[config.mk]
export PLATFORM = sky130hd
export DESIGN_NAME = pgm_sdram_arbiter
export DESIGN_NICKNAME = d
export VERILOG_FILES = /design/src/rtl/pgm_pkg.sv /design/src/rtl/pgm_arb_select.sv /design/src/rtl/pgm_sdram_arbiter.sv
export SDC_FILE = /design/constraint.sdc
export NUM_CORES = 1
export LEC_CHECK = 0
export BUFFER_PORTS_ARGS = -buffer_cell sky130_fd_sc_hd__clkbuf_2
export CORE_MARGIN = 2
export CORE_UTILIZATION = 42
export DETAILED_ROUTE_END_ITERATION = 10
export PLACE_DENSITY = 0.79
export RECOVER_POWER = 100
export REMOVE_ABC_BUFFERS = 1
export SLEW_MARGIN = 5
export SYNTH_ARGS = -nofsm -noshare
export SYNTH_HDL_FRONTEND = slang
export SYNTH_HIERARCHICAL = 1
export SYNTH_SLANG_ARGS = --single-unit
[constraint.sdc]
create_clock -name clk_sys -period 2.4 [get_ports clk_sys]
set_input_delay 0.48 -clock clk_sys [delete_from_list [all_inputs] [get_ports clk_sys]]
set_output_delay 0.48 -clock clk_sys [all_outputs]
set_load 0.005 [all_outputs]
[src/rtl/pgm_pkg.sv]
// rtl/pgm_pkg.sv - shared owner codes, FSM states and bus widths for the PGM SDRAM arbiter
package pgm_pkg;

  localparam int PGM_AW = 25;
  localparam int PGM_DW = 16;

  localparam logic [1:0] OWN_NONE = 2'd0;
  localparam logic [1:0] OWN_VID  = 2'd1;
  localparam logic [1:0] OWN_CPU  = 2'd2;
  localparam logic [1:0] OWN_Z80  = 2'd3;

  typedef enum logic [1:0] {
    ST_IDLE  = 2'd0,
    ST_ISSUE = 2'd1,
    ST_WAIT  = 2'd2,
    ST_ACK   = 2'd3
  } arb_state_t;

endpackage

[src/rtl/pgm_arb_select.sv]
// rtl/pgm_arb_select.sv - combinational winner pick and starvation-counter next values
module pgm_arb_select
  import pgm_pkg::*;
#(
  parameter int STARVE_MAX = 8,
  parameter int CW         = $clog2(STARVE_MAX + 1)
) (
  input  logic          vid_req,
  input  logic          cpu_req,
  input  logic          z80_req,
  input  logic [CW-1:0] cpu_starve,
  input  logic [CW-1:0] z80_starve,
  output logic [1:0]    winner,
  output logic [CW-1:0] cpu_starve_nxt,
  output logic [CW-1:0] z80_starve_nxt
);

  localparam logic [CW-1:0] SMAX = CW'(STARVE_MAX);

  always_comb begin
    winner = OWN_NONE;
    if (cpu_req && cpu_starve == SMAX)      winner = OWN_CPU;
    else if (z80_req && z80_starve == SMAX) winner = OWN_Z80;
    else if (vid_req)                       winner = OWN_VID;
    else if (cpu_req)                       winner = OWN_CPU;
    else if (z80_req)                       winner = OWN_Z80;
  end

  // Losers that are still asking age toward promotion; idle or winning ports restart at zero.
  always_comb begin
    cpu_starve_nxt = '0;
    z80_starve_nxt = '0;
    if (cpu_req && winner != OWN_CPU)
      cpu_starve_nxt = (cpu_starve == SMAX) ? SMAX : cpu_starve + CW'(1);
    if (z80_req && winner != OWN_Z80)
      z80_starve_nxt = (z80_starve == SMAX) ? SMAX : z80_starve + CW'(1);
  end

endmodule

[src/rtl/pgm_sdram_arbiter.sv]
// rtl/pgm_sdram_arbiter.sv - shares the SDRAM user port between video, 68k and Z80 requesters
module pgm_sdram_arbiter
  import pgm_pkg::*;
#(
  parameter int AW         = PGM_AW,
  parameter int DW         = PGM_DW,
  parameter int STARVE_MAX = 8
) (
  input  logic          clk_sys,
  input  logic          reset_n,
  input  logic          vid_req,
  input  logic [AW-1:0] vid_addr,
  output logic          vid_ack,
  output logic [DW-1:0] vid_rdata,
  input  logic          cpu_req,
  input  logic          cpu_we,
  input  logic [AW-1:0] cpu_addr,
  input  logic [DW-1:0] cpu_wdata,
  input  logic [1:0]    cpu_be,
  output logic          cpu_ack,
  output logic [DW-1:0] cpu_rdata,
  input  logic          z80_req,
  input  logic          z80_we,
  input  logic [AW-1:0] z80_addr,
  input  logic [DW-1:0] z80_wdata,
  input  logic [1:0]    z80_be,
  output logic          z80_ack,
  output logic [DW-1:0] z80_rdata,
  output logic          sd_req,
  output logic          sd_we,
  output logic [AW-1:0] sd_addr,
  output logic [DW-1:0] sd_wdata,
  output logic [1:0]    sd_be,
  input  logic          sd_gnt,
  input  logic          sd_done,
  input  logic [DW-1:0] sd_rdata,
  output logic [1:0]    gnt_id
);

  localparam int CW = $clog2(STARVE_MAX + 1);

  arb_state_t    state;
  logic [CW-1:0] cpu_starve, z80_starve;
  logic [CW-1:0] cpu_starve_nxt, z80_starve_nxt;
  logic [1:0]    winner;
  logic          done_now;

  pgm_arb_select #(.STARVE_MAX(STARVE_MAX), .CW(CW)) u_select (
    .vid_req        (vid_req),
    .cpu_req        (cpu_req),
    .z80_req        (z80_req),
    .cpu_starve     (cpu_starve),
    .z80_starve     (z80_starve),
    .winner         (winner),
    .cpu_starve_nxt (cpu_starve_nxt),
    .z80_starve_nxt (z80_starve_nxt)
  );

  // The controller may report completion in the very cycle it accepts the command.
  assign done_now = ((state == ST_ISSUE) && sd_gnt && sd_done) ||
                    ((state == ST_WAIT) && sd_done);

  always_ff @(posedge clk_sys or negedge reset_n) begin
    if (!reset_n) begin
      state      <= ST_IDLE;
      sd_req     <= 1'b0;
      sd_we      <= 1'b0;
      sd_addr    <= '0;
      sd_wdata   <= '0;
      sd_be      <= 2'b00;
      gnt_id     <= OWN_NONE;
      vid_ack    <= 1'b0;
      cpu_ack    <= 1'b0;
      z80_ack    <= 1'b0;
      vid_rdata  <= '0;
      cpu_rdata  <= '0;
      z80_rdata  <= '0;
      cpu_starve <= '0;
      z80_starve <= '0;
    end else begin
      vid_ack <= 1'b0;
      cpu_ack <= 1'b0;
      z80_ack <= 1'b0;
      case (state)
        ST_IDLE: begin
          cpu_starve <= cpu_starve_nxt;
          z80_starve <= z80_starve_nxt;
          if (winner != OWN_NONE) begin
            gnt_id <= winner;
            sd_req <= 1'b1;
            state  <= ST_ISSUE;
            case (winner)
              OWN_VID: begin
                sd_addr  <= vid_addr;
                sd_we    <= 1'b0;
                sd_wdata <= '0;
                sd_be    <= 2'b11;
              end
              OWN_CPU: begin
                sd_addr  <= cpu_addr;
                sd_we    <= cpu_we;
                sd_wdata <= cpu_wdata;
                sd_be    <= cpu_be;
              end
              default: begin
                sd_addr  <= z80_addr;
                sd_we    <= z80_we;
                sd_wdata <= z80_wdata;
                sd_be    <= z80_be;
              end
            endcase
          end
        end
        ST_ISSUE: begin
          if (sd_gnt) begin
            sd_req <= 1'b0;
            state  <= sd_done ? ST_ACK : ST_WAIT;
          end
        end
        ST_WAIT: begin
          if (sd_done) state <= ST_ACK;
        end
        default: begin
          gnt_id <= OWN_NONE;
          state  <= ST_IDLE;
        end
      endcase

      if (done_now) begin
        case (gnt_id)
          OWN_VID: begin
            vid_ack   <= 1'b1;
            vid_rdata <= sd_rdata;
          end
          OWN_CPU: begin
            cpu_ack <= 1'b1;
            if (!sd_we) cpu_rdata <= sd_rdata;
          end
          OWN_Z80: begin
            z80_ack <= 1'b1;
            if (!sd_we) z80_rdata <= sd_rdata;
          end
          default: ;
        endcase
      end
    end
  end

endmodule

==> flow_metrics.tcl, run 1 <==
set metrics [dict create \
    peakVddDrop_mv 0.408 \
    holdWs_ns 0.393 \
    synth_edf_count 0 \
    wl_per_cell_um 16.5 \
    syn_area_um2 5060 \
    gr-total-overflow 0 \
    grt_pass1_wl_um 21400 \
    n_fill_cell 1033 \
    synth_cells 459 \
    ys_ff_latch 108 \
    clock_latency_ns 0.35 \
    initial_core_util_pct 42.7 \
    final_layout_size_suffix_gt1_share_pct 42.1 \
    crit_path_start_kind "flop" \
    worst_path_most_repeated_cell "inv_1" \
    fin_crit_ns 2.27 \
    max_stage_delay_ns 0.37 \
    cts_tree "yes" \
    routed_wl_um 13900 \
    synth_largest_area_cell "dfrtp_1" \
    grt_max_degree 59 \
    r2r_setup_slack_ns 0.13 \
    h-tree-depth 3 \
    ant_nets 0 \
    antenna_found_initial 0 \
    hp-class "primary input to flop" \
    netlist.area_leader.share_pct 53.4 \
    yosysSeqAreaShare_pct 53.4 \
    dieArea_um2 12900 \
    max_freq_mhz 440 \
    cp.arrival_ns 2.50 \
    ys.flop_type "dfrtp_1" \
    final_util_pct 57.9 \
    clock_path_buffers 2 \
    criticalPathCategory "flop to flop" \
    hold_viol 0 \
    async_flop_share_pct 100 \
    grt_pass1_vias 4403 \
    drv_cap 0 \
    yosys_warnings 6 \
    port_buffers 233 \
    placed_cell_area_um2 6440 \
    rows 40 \
    relSlewSlack_pct 45.9 \
    dp.final_hpwl_um 10200 \
    worst_pin_slew_ns 0.811 \
    dieWidth_um 114 \
    crit_path_top_delay_cell "dfrtp_1" \
    leakagePower_nw 3.46 \
    setup_viol 0 \
    synth.avg_cell_area_um2 11.0 \
    drtPass1Iterations 5 \
    vias_per_cell 5.36 \
    gp_congestion 0.809 \
    synthTopCellsByCount "108 x dfrtp_1, 74 x o21ai_0, 57 x nand2_1, 47 x mux2_2, 26 x clkbuf_1" \
    endpoint_kind "flop" \
    fin_area_um2 6870 \
    cts_buffers 9 \
    worst_clock_skew_ns 0.00648 \
    detail_route.iter0.violations 285 \
    cts.sink_count 108 \
    power_density_nw_per_um2 1050 \
    synth_cell_type_count 39 \
    rsz0062_at_grt "true" \
    io_pins 234 \
    worst_slack_ns 0.125 \
    coreArea_um2 11900 \
    fin_setup_tns_ns 0 \
    area_delta_synth_final_pct 35.8 \
    groute.usage.overall_pct 21.1 \
    crit_required_ns 2.63 \
    vias 4538 \
    n_antenna_cell 0 \
    synth.most_common_cell "dfrtp_1" \
    finalMaxSlewViolations 0 \
    root_buffer "clkbuf_16" \
    status "finished, final reports clean" \
    final.period_utilization_pct 94.8 \
    dp_slack_ns 0.0161 \
    die_y_um 114 \
    drc 0 \
    nNetsFinal 841 \
    synth_area_leaders "dfrtp_1 53%, mux2_2 10%, o21ai_0 7.3%, a221oi_1 4.3%, nand2_1 4.2%" \
    cp_max_fo 38 \
    path_clk_slew_ns 0.07 \
    crit_chain "inv_1 -> ha_4 -> nand4b_2 -> o21ai_0 -> a21oi_1 -> inv_1 -> ha_2 -> inv_1 -> buf_12 -> a221oi_1 -> o21ai_1" \
]
-- per-layer routing --
layer	share of wire [%]	global-route usage [%]
met1	40	25.0
met2	50	36.8
met3	6.3	3.56
met4	3.4	11.4
met5	0	0
-- cells in the final DEF (no fill, tap or decap), types with 8 or more instances in the layout --
master,instances
clkbuf_2,179
nand2_1,57
clkbuf_16,9
a21oi_1,23
a221oi_1,10
mux2_4,10
o21ai_0,66
ha_1,9
buf_4,12
clkbuf_1,55
mux2_2,47
o21ai_1,8
a221oi_2,14
and3_1,16
inv_1,14
dfrtp_1,108
-- per-stage QoR --
stage / cells / total power, W
floorplan: 427 / 0.00428
global placement: 822 / 0.00550
detailed placement: 822 / 0.00565
CTS: 839 / 0.00726
global route: 846 / 0.00773
finish: 846 / 0.00724
-- power breakdown --
part	switching [W]	total (W)	internal, W
clock	0.000650	0.00159	0.000938
combinational	0.00137	0.00268	0.00131
sequential	0.000433	0.00297	0.00253
-- path summary, 6_finish.rpt --
kind	from	endpoint	cells after the start
hold / removal	sd_rdata[15]	cpu_rdata[15]	2
max in group asynchronous	reset_n	sd_wdata[15]	3
hold reg to reg	sd_wdata[9]	sd_wdata[9]	2
setup / recovery	cpu_starve[0]	sd_addr[24]	11
min in group asynchronous	reset_n	vid_rdata[9]	2
setup reg to reg	cpu_starve[0]	sd_addr[24]	11
-- sequential cells by signal (all words and copies together) (netlist names), 2 cells and up --
signal,count
sd_addr,25
cpu_rdata,16
sd_wdata,16
vid_rdata,16
z80_rdata,16
cpu_starve,4
z80_starve,4
gnt_id,2
sd_be,2
state,2
-- layout make-up --
class	count	area, um^2	share of cell area [%]
Multi-Input combinational cell	305	2300	33.5
Sequential cell	108	2700	39.3
Inverter	14	52.6	0.765
Clock inverter	5	75.1	1.09
Clock buffer	11	243	3.53
Tap cell	147	184	2.68
Timing Repair Buffer	256	1320	19.2
-- worst max-delay path, delay by kind of cell, from the launching register on --
family,cells,cell delay [ns]
AO/OA/AOI/OAI,4,0.60
adder cells (fa/ha/maj),2,0.53
buffers and inverters,4,0.48
flip-flops,1,0.37
AND/OR/NAND/NOR,1,0.12
-- cells by family (layout without fill, tap and decap cells) --
group,after synthesis,after routing,synth area share (%)
multiplexers,58,58,13.6
buffers and inverters,46,286,3.96
adder cells (fa/ha/maj),11,11,2.72
XOR/XNOR,1,1,0.173
AO/OA/AOI/OAI,136,136,16.3
flip-flops,108,108,53.4
AND/OR/NAND/NOR,99,99,9.79
-- what timing repair did --
item | CTS | global route
setup buffers | 0 | 7
setup endpoints to repair | 1 | 44
hold endpoints to repair | 14 | 0
hold buffers | 1 | 0
gates resized for setup | 1 | 34
(Power assumes the default switching activity.)
==> run 2, diff against run 1 <==
--- a/config.mk
+++ b/config.mk
@@ -5,11 +5,12 @@
 export SDC_FILE = /design/constraint.sdc
 export NUM_CORES = 1
 export LEC_CHECK = 0
+export ABC_AREA = 1
 export BUFFER_PORTS_ARGS = -buffer_cell sky130_fd_sc_hd__clkbuf_2
 export CORE_MARGIN = 2
-export CORE_UTILIZATION = 42
+export CORE_UTILIZATION = 43
 export DETAILED_ROUTE_END_ITERATION = 10
-export PLACE_DENSITY = 0.79
+export PLACE_DENSITY = 0.84
 export RECOVER_POWER = 100
 export REMOVE_ABC_BUFFERS = 1
 export SLEW_MARGIN = 5
==> flow_metrics.tcl, run 2 <==
set metrics [dict create \
    status "finished, final reports clean" \
    nNetsFinal 1072 \
    ctsHoldBuffers 0 \
    endpoint_kind "flop" \
    synth_edf_count 0 \
    worst_pin_slew_ns 1.24 \
    antenna_found_initial 0 \
    hp-class "primary input to flop" \
    dp.final_hpwl_um 11100 \
    power_density_nw_per_um2 1120 \
    synth_largest_area_cell "dfrtp_1" \
    clock_path_buffers 2 \
    cts.sink_count 108 \
    yosysSeqAreaShare_pct 51.0 \
    grt_max_degree 64 \
    yosys_warnings 6 \
    worst_slack_ns 0.138 \
    finalMaxSlewViolations 0 \
    p_sw_w 0.00303 \
    final_layout_size_suffix_gt1_share_pct 23.8 \
    cp.arrival_ns 2.51 \
    peakVddDrop_mv 0.506 \
    n_fill_cell 1129 \
    port_buffers 233 \
    relSlewSlack_pct 17.3 \
    detail_route.iter0.violations 535 \
    routed_wl_um 15800 \
    criticalPathCategory "flop to flop" \
    h-tree-depth 3 \
    fin_setup_tns_ns 0 \
    synth_cell_type_count 28 \
    wl_per_cell_um 14.6 \
    leakagePower_nw 3.78 \
    die_y_um 115 \
    r2r_setup_slack_ns 0.14 \
    route.met3.wl_um 1110 \
    dr_wl_met2_um 7790 \
    reg2reg_to "sd_addr[10]" \
    cts_tree "yes" \
    final.period_utilization_pct 94.2 \
    dieArea_um2 13200 \
    syn_area_um2 5300 \
    netlist.area_leader.share_pct 51.0 \
    synthTopCellsByCount "303 x nand2_1, 108 x dfrtp_1, 107 x nor2_1, 38 x a21oi_1, 33 x nand4_1" \
    root_buffer "clkbuf_16" \
    area_delta_synth_final_pct 32.1 \
    synth_cells 694 \
    reg2reg_depth 15 \
    setup_viol 0 \
    path_clk_slew_ns 0.07 \
    final_common_cell "nand2_1" \
    coreArea_um2 12000 \
    async_flop_share_pct 100 \
    gr-total-overflow 0 \
    dp_slack_ns 0.167 \
    power_w 0.00785 \
    grt_pass1_wl_um 23700 \
    drc 0 \
    final_cell_mix "302 x nand2_1, 169 x clkbuf_2, 108 x dfrtp_1, 106 x nor2_1, 66 x clkbuf_1" \
    n_antenna_cell 0 \
    largest_reg_flops 25 \
    gp_congestion 0.851 \
    wl_met1_um 6540 \
    initial_core_util_pct 44.1 \
    seq_power_share_pct 38.7 \
    groute.usage.overall_pct 22.9 \
    io_pins 234 \
    crit_required_ns 2.65 \
    final_util_pct 58.3 \
    fin_crit_ns 2.26 \
    clock_latency_ns 0.35 \
    crit_path_start "z80_starve[1]" \
    crit_path_start_kind "flop" \
    ys.flop_type "dfrtp_1" \
    routed.top_layer "met4" \
    synth.most_common_cell "nand2_1" \
    cts_buffers 9 \
    regMostFlops "sd_addr" \
    ys_ff_latch 108 \
    cp_max_fo 9 \
    synth.avg_cell_area_um2 7.64 \
    drv_cap 0 \
    vias_per_cell 5.07 \
    holdWs_ns 0.347 \
    p_sw_share_pct 38.6 \
    vias 5458 \
    ant_nets 0 \
    p_clk_share_pct 21.2 \
    r2r_start "z80_starve[1]" \
    drtPass1Iterations 5 \
    rows 40 \
    max_freq_mhz 442 \
    power_frac_comb_pct 40.1 \
    hold_viol 0 \
    dieWidth_um 115 \
    synth_area_leaders "dfrtp_1 51%, nand2_1 21%, nor2_1 7.6%, nand4_1 3.9%, a21oi_1 3.6%" \
    p_int_w 0.00483 \
    worst_clock_skew_ns 0.00880 \
    grt_pass1_vias 4873 \
    crit_end "sd_addr[10]" \
]
==> run 2: cell count changes after synthesis, sizes merged, moves of 25 or more <==
cell    before  now
a221oi      25    0
mux2        58    0
nand2       57  306
nand4        0   34
nor2         5  110
o21ai       74    7
==> run 2: cell families (layout without fill, tap and decap cells) <==
family / count (synthesis) / in the layout / synth area share, %
and+or+nand+nor: 461 / 461 / 35.9
DFF: 108 / 108 / 51.0
buffers and inverters: 62 / 297 / 5.31
AOI/OAI and AO/OA: 50 / 50 / 4.91
adders and majority gates: 11 / 11 / 2.60
xor gates and xnor gates: 2 / 2 / 0.331
==> run 2: per-layer routing <==
metal | vias to the layer above | GRT usage, %
li1 | 2646 | -
met1 | 2541 | 28.9
met2 | 242 | 39.1
met3 | 29 | 4.38
met4 | 0 | 8.59
met5 | - | 0
==> run 2: critical path: stages, from the launching register on <==
cell and delay, ns:
dfrtp_1 0.42, inv_1 0.07, ha_2 0.20, nand4_4 0.10, nand2_2 0.09, nand2_1 0.07
inv_2 0.08, inv_2 0.06, ha_4 0.25, nand2_2 0.08, clkinvlp_4 0.22, clkbuf_16 0.25
nand2_1 0.07, nand2_1 0.05, nor2_1 0.10, nor2_1 0.05
==> run 2: final cells by class <==
type | instances | area, um^2 | area share [%]
clock inverter | 3 | 68.8 | 0.983
sequential | 108 | 2700 | 38.6
multi-input combinational | 524 | 2320 | 33.1
inverter | 30 | 116 | 1.66
clock buffer | 12 | 267 | 3.81
timing repair buffer | 252 | 1340 | 19.2
tap | 147 | 184 | 2.63
==> run 2: what timing repair did <==
item / 4_1_cts / 5_1_grt
setup endpoints to repair: 0 / 29
buffers inserted: 0 / 3
resized for setup: 0 / 12
==> run 2: power groups by stage <==
| stage | registers [W] | logic, W | clock network, W |
|---|---|---|---|
| 2_1_floorplan | 0.00307 | 0.00167 | 0 |
| 5_1_grt | 0.00313 | 0.00360 | 0.00175 |
| 6_report | 0.00304 | 0.00315 | 0.00166 |
| 4_1_cts | 0.00305 | 0.00324 | 0.00169 |
| 3_3_place_gp | 0.00305 | 0.00316 | 0 |
| 3_5_place_dp | 0.00307 | 0.00325 | 0 |
==> run 2: worst min path at each step <==
stage / start / to / slack, ns / cells after the start
after floorplan: reset_n / cpu_ack / 0.18 / 0
after global placement: reset_n / vid_rdata[12] / 0.40 / 1
after detailed placement: reset_n / vid_ack / 0.40 / 1
after CTS: reset_n / vid_ack / 0.02 / 1
after global routing: cpu_wdata[3] / sd_wdata[3] / 0.36 / 3
final: cpu_wdata[15] / sd_wdata[15] / 0.35 / 3
==> run 2: per-stage QoR <==
stage / instances / instance area [um^2]
floorplan: 662 / 5130
global route: 1076 / 7000
finish: 1076 / 7000
global placement: 1054 / 6650
CTS: 1069 / 6990
detailed placement: 1054 / 6650
==> run 3, diff against run 2 <==
--- a/config.mk
+++ b/config.mk
@@ -5,14 +5,14 @@
 export SDC_FILE = /design/constraint.sdc
 export NUM_CORES = 1
 export LEC_CHECK = 0
-export ABC_AREA = 1
 export BUFFER_PORTS_ARGS = -buffer_cell sky130_fd_sc_hd__clkbuf_2
 export CORE_MARGIN = 2
-export CORE_UTILIZATION = 43
+export CORE_UTILIZATION = 42
 export DETAILED_ROUTE_END_ITERATION = 10
-export PLACE_DENSITY = 0.84
+export PLACE_DENSITY = 0.83
 export RECOVER_POWER = 100
 export REMOVE_ABC_BUFFERS = 1
+export SETUP_SLACK_MARGIN = 0.5
 export SLEW_MARGIN = 5
 export SYNTH_ARGS = -nofsm -noshare
 export SYNTH_HDL_FRONTEND = slang
==> flow_metrics.tcl, run 3 (synthesis results as in run 1) <==
set metrics [dict create \
    coreArea_um2 11900 \
    peakVddDrop_mv 0.399 \
    setup_viol 0 \
    groute.usage.overall_pct 22.8 \
    stdcell_count 861 \
    power_density_nw_per_um2 1020 \
    crit_path_start_kind "flop" \
    dieWidth_um 114 \
    h-tree-depth 3 \
    gr-total-overflow 0 \
    dp.final_hpwl_um 10600 \
    grt_pass1_wl_um 22900 \
    largest_reg_flops 25 \
    holdWs_ns 0.329 \
    gp_congestion 0.859 \
    final_common_cell "clkbuf_2" \
    clock_latency_ns 0.34 \
    wl_per_cell_um 19.1 \
    final_layout_size_suffix_gt1_share_pct 45.8 \
    grt_max_degree 62 \
    relSlewSlack_pct 26.6 \
    finalMaxSlewViolations 0 \
    worst_clock_skew_ns 0.0116 \
    cp.arrival_ns 2.46 \
    rows 40 \
    drtPass1Iterations 4 \
    nNetsFinal 856 \
    io_pins 234 \
    port_buffers 233 \
    vias 4752 \
    root_buffer "clkbuf_16" \
    final.period_utilization_pct 93.6 \
    path_clk_slew_ns 0.08 \
    r2r_start "cpu_starve[0]" \
    dieArea_um2 12900 \
    area_delta_synth_final_pct 43.9 \
    max_freq_mhz 445 \
    ctsHoldBuffers 0 \
    endpoint_kind "flop" \
    hp-class "primary input to asynchronous set/reset pin" \
    final_cell_mix "182 x clkbuf_2, 108 x dfrtp_1, 57 x nand2_1, 56 x clkbuf_1" \
    cp_max_fo 19 \
    die_y_um 114 \
    clock_path_buffers 2 \
    ant_nets 0 \
    hold_viol 0 \
    antenna_found_initial 0 \
    vias_per_cell 5.52 \
    cts_buffers 9 \
    drv_cap 0 \
    crit_path_start "cpu_starve[0]" \
    fin_crit_ns 2.25 \
    n_antenna_cell 0 \
    drc 0 \
    worst_pin_slew_ns 1.10 \
    status "finished, final reports clean" \
    cts_tree "yes" \
    crit_required_ns 2.61 \
    grt_pass1_vias 4668 \
    leakagePower_nw 3.57 \
    routed_wl_um 16400 \
    n_fill_cell 1015 \
    regMostFlops "sd_addr" \
    detail_route.iter0.violations 237 \
    rsz0062_at_grt "true" \
    dp.cells 820 \
    criticalPathCategory "flop to flop" \
    initial_core_util_pct 42.7 \
    cts.sink_count 108 \
]
[run 3: power breakdown]
group	switching (W)	leakage (nW)	internal (W)
clock	0.000701	0.139	0.000754
sequential	0.000452	1.40	0.00253
combinational	0.00155	2.03	0.00147
total	0.00270	3.57	0.00475
[run 3: routing by layer]
| layer | share of wire [%] | global-route usage [%] |
|---|---|---|
| met2 | 49 | 40.8 |
| met3 | 6.7 | 3.45 |
| met1 | 41 | 26.6 |
| met5 | 0 | 0 |
| met4 | 3.3 | 11.9 |
[run 3: area by class of cell]
class                           instances  area, um^2  share of cell area (%)
Clock inverter                          6        55.1                   0.756
Multi-Input combinational cell        305        2460                    33.8
Sequential cell                       108        2700                    37.1
Tap cell                              147         184                    2.53
Timing Repair Buffer                  271        1580                    21.7
Inverter                               14        56.3                   0.773
Clock buffer                           10         239                    3.28
[run 3: path summary, 6_finish.rpt]
path / depth (start not counted) / to / slack, ns
max in group asynchronous: 2 / sd_addr[9] / 0.68
worst max register to register: 11 / sd_addr[9] / 0.15
worst min-delay path: 1 / cpu_rdata[15] / 0.33
min in group clk_sys: 2 / cpu_rdata[13] / 0.39
worst max-delay path: 11 / sd_addr[9] / 0.15
worst min register to register: 2 / sd_addr[24] / 0.49
[run 3: stage by stage]
stage | instance area (um^2) | power (W) | setup WS (ns) | utilization (%) | TNS, ns
floorplan | 4910 | 0.00428 | -0.660 | - | -35.99
global placement | 6450 | 0.00550 | 0.121 | 54.3 | 0
detailed placement | 6450 | 0.00568 | -0.0178 | 54.3 | -0.0283
CTS | 7080 | 0.00742 | 0.221 | 59.7 | 0
global route | 7280 | 0.00792 | 0.0365 | 61.4 | 0
finish | 7280 | 0.00745 | 0.154 | 61.4 | 0
[run 3: repair_timing]
item / in CTS / in global routing
cloned: 2 / 6
pin swaps: 10 / 6
gates resized for setup: 66 / 60
endpoints found under the setup margin: 97 / 91
setup buffers: 10 / 7
[run 3: worst max-delay path, stage by stage, from the launching register on]
cell and delay, ns:
dfrtp_1 0.38, inv_2 0.07, ha_4 0.18, nand4b_4 0.10
o21ai_0 0.11, a21oi_2 0.15, inv_2 0.08, ha_4 0.29
clkinvlp_4 0.12, buf_4 0.27, a221oi_1 0.24, o21ai_0 0.13
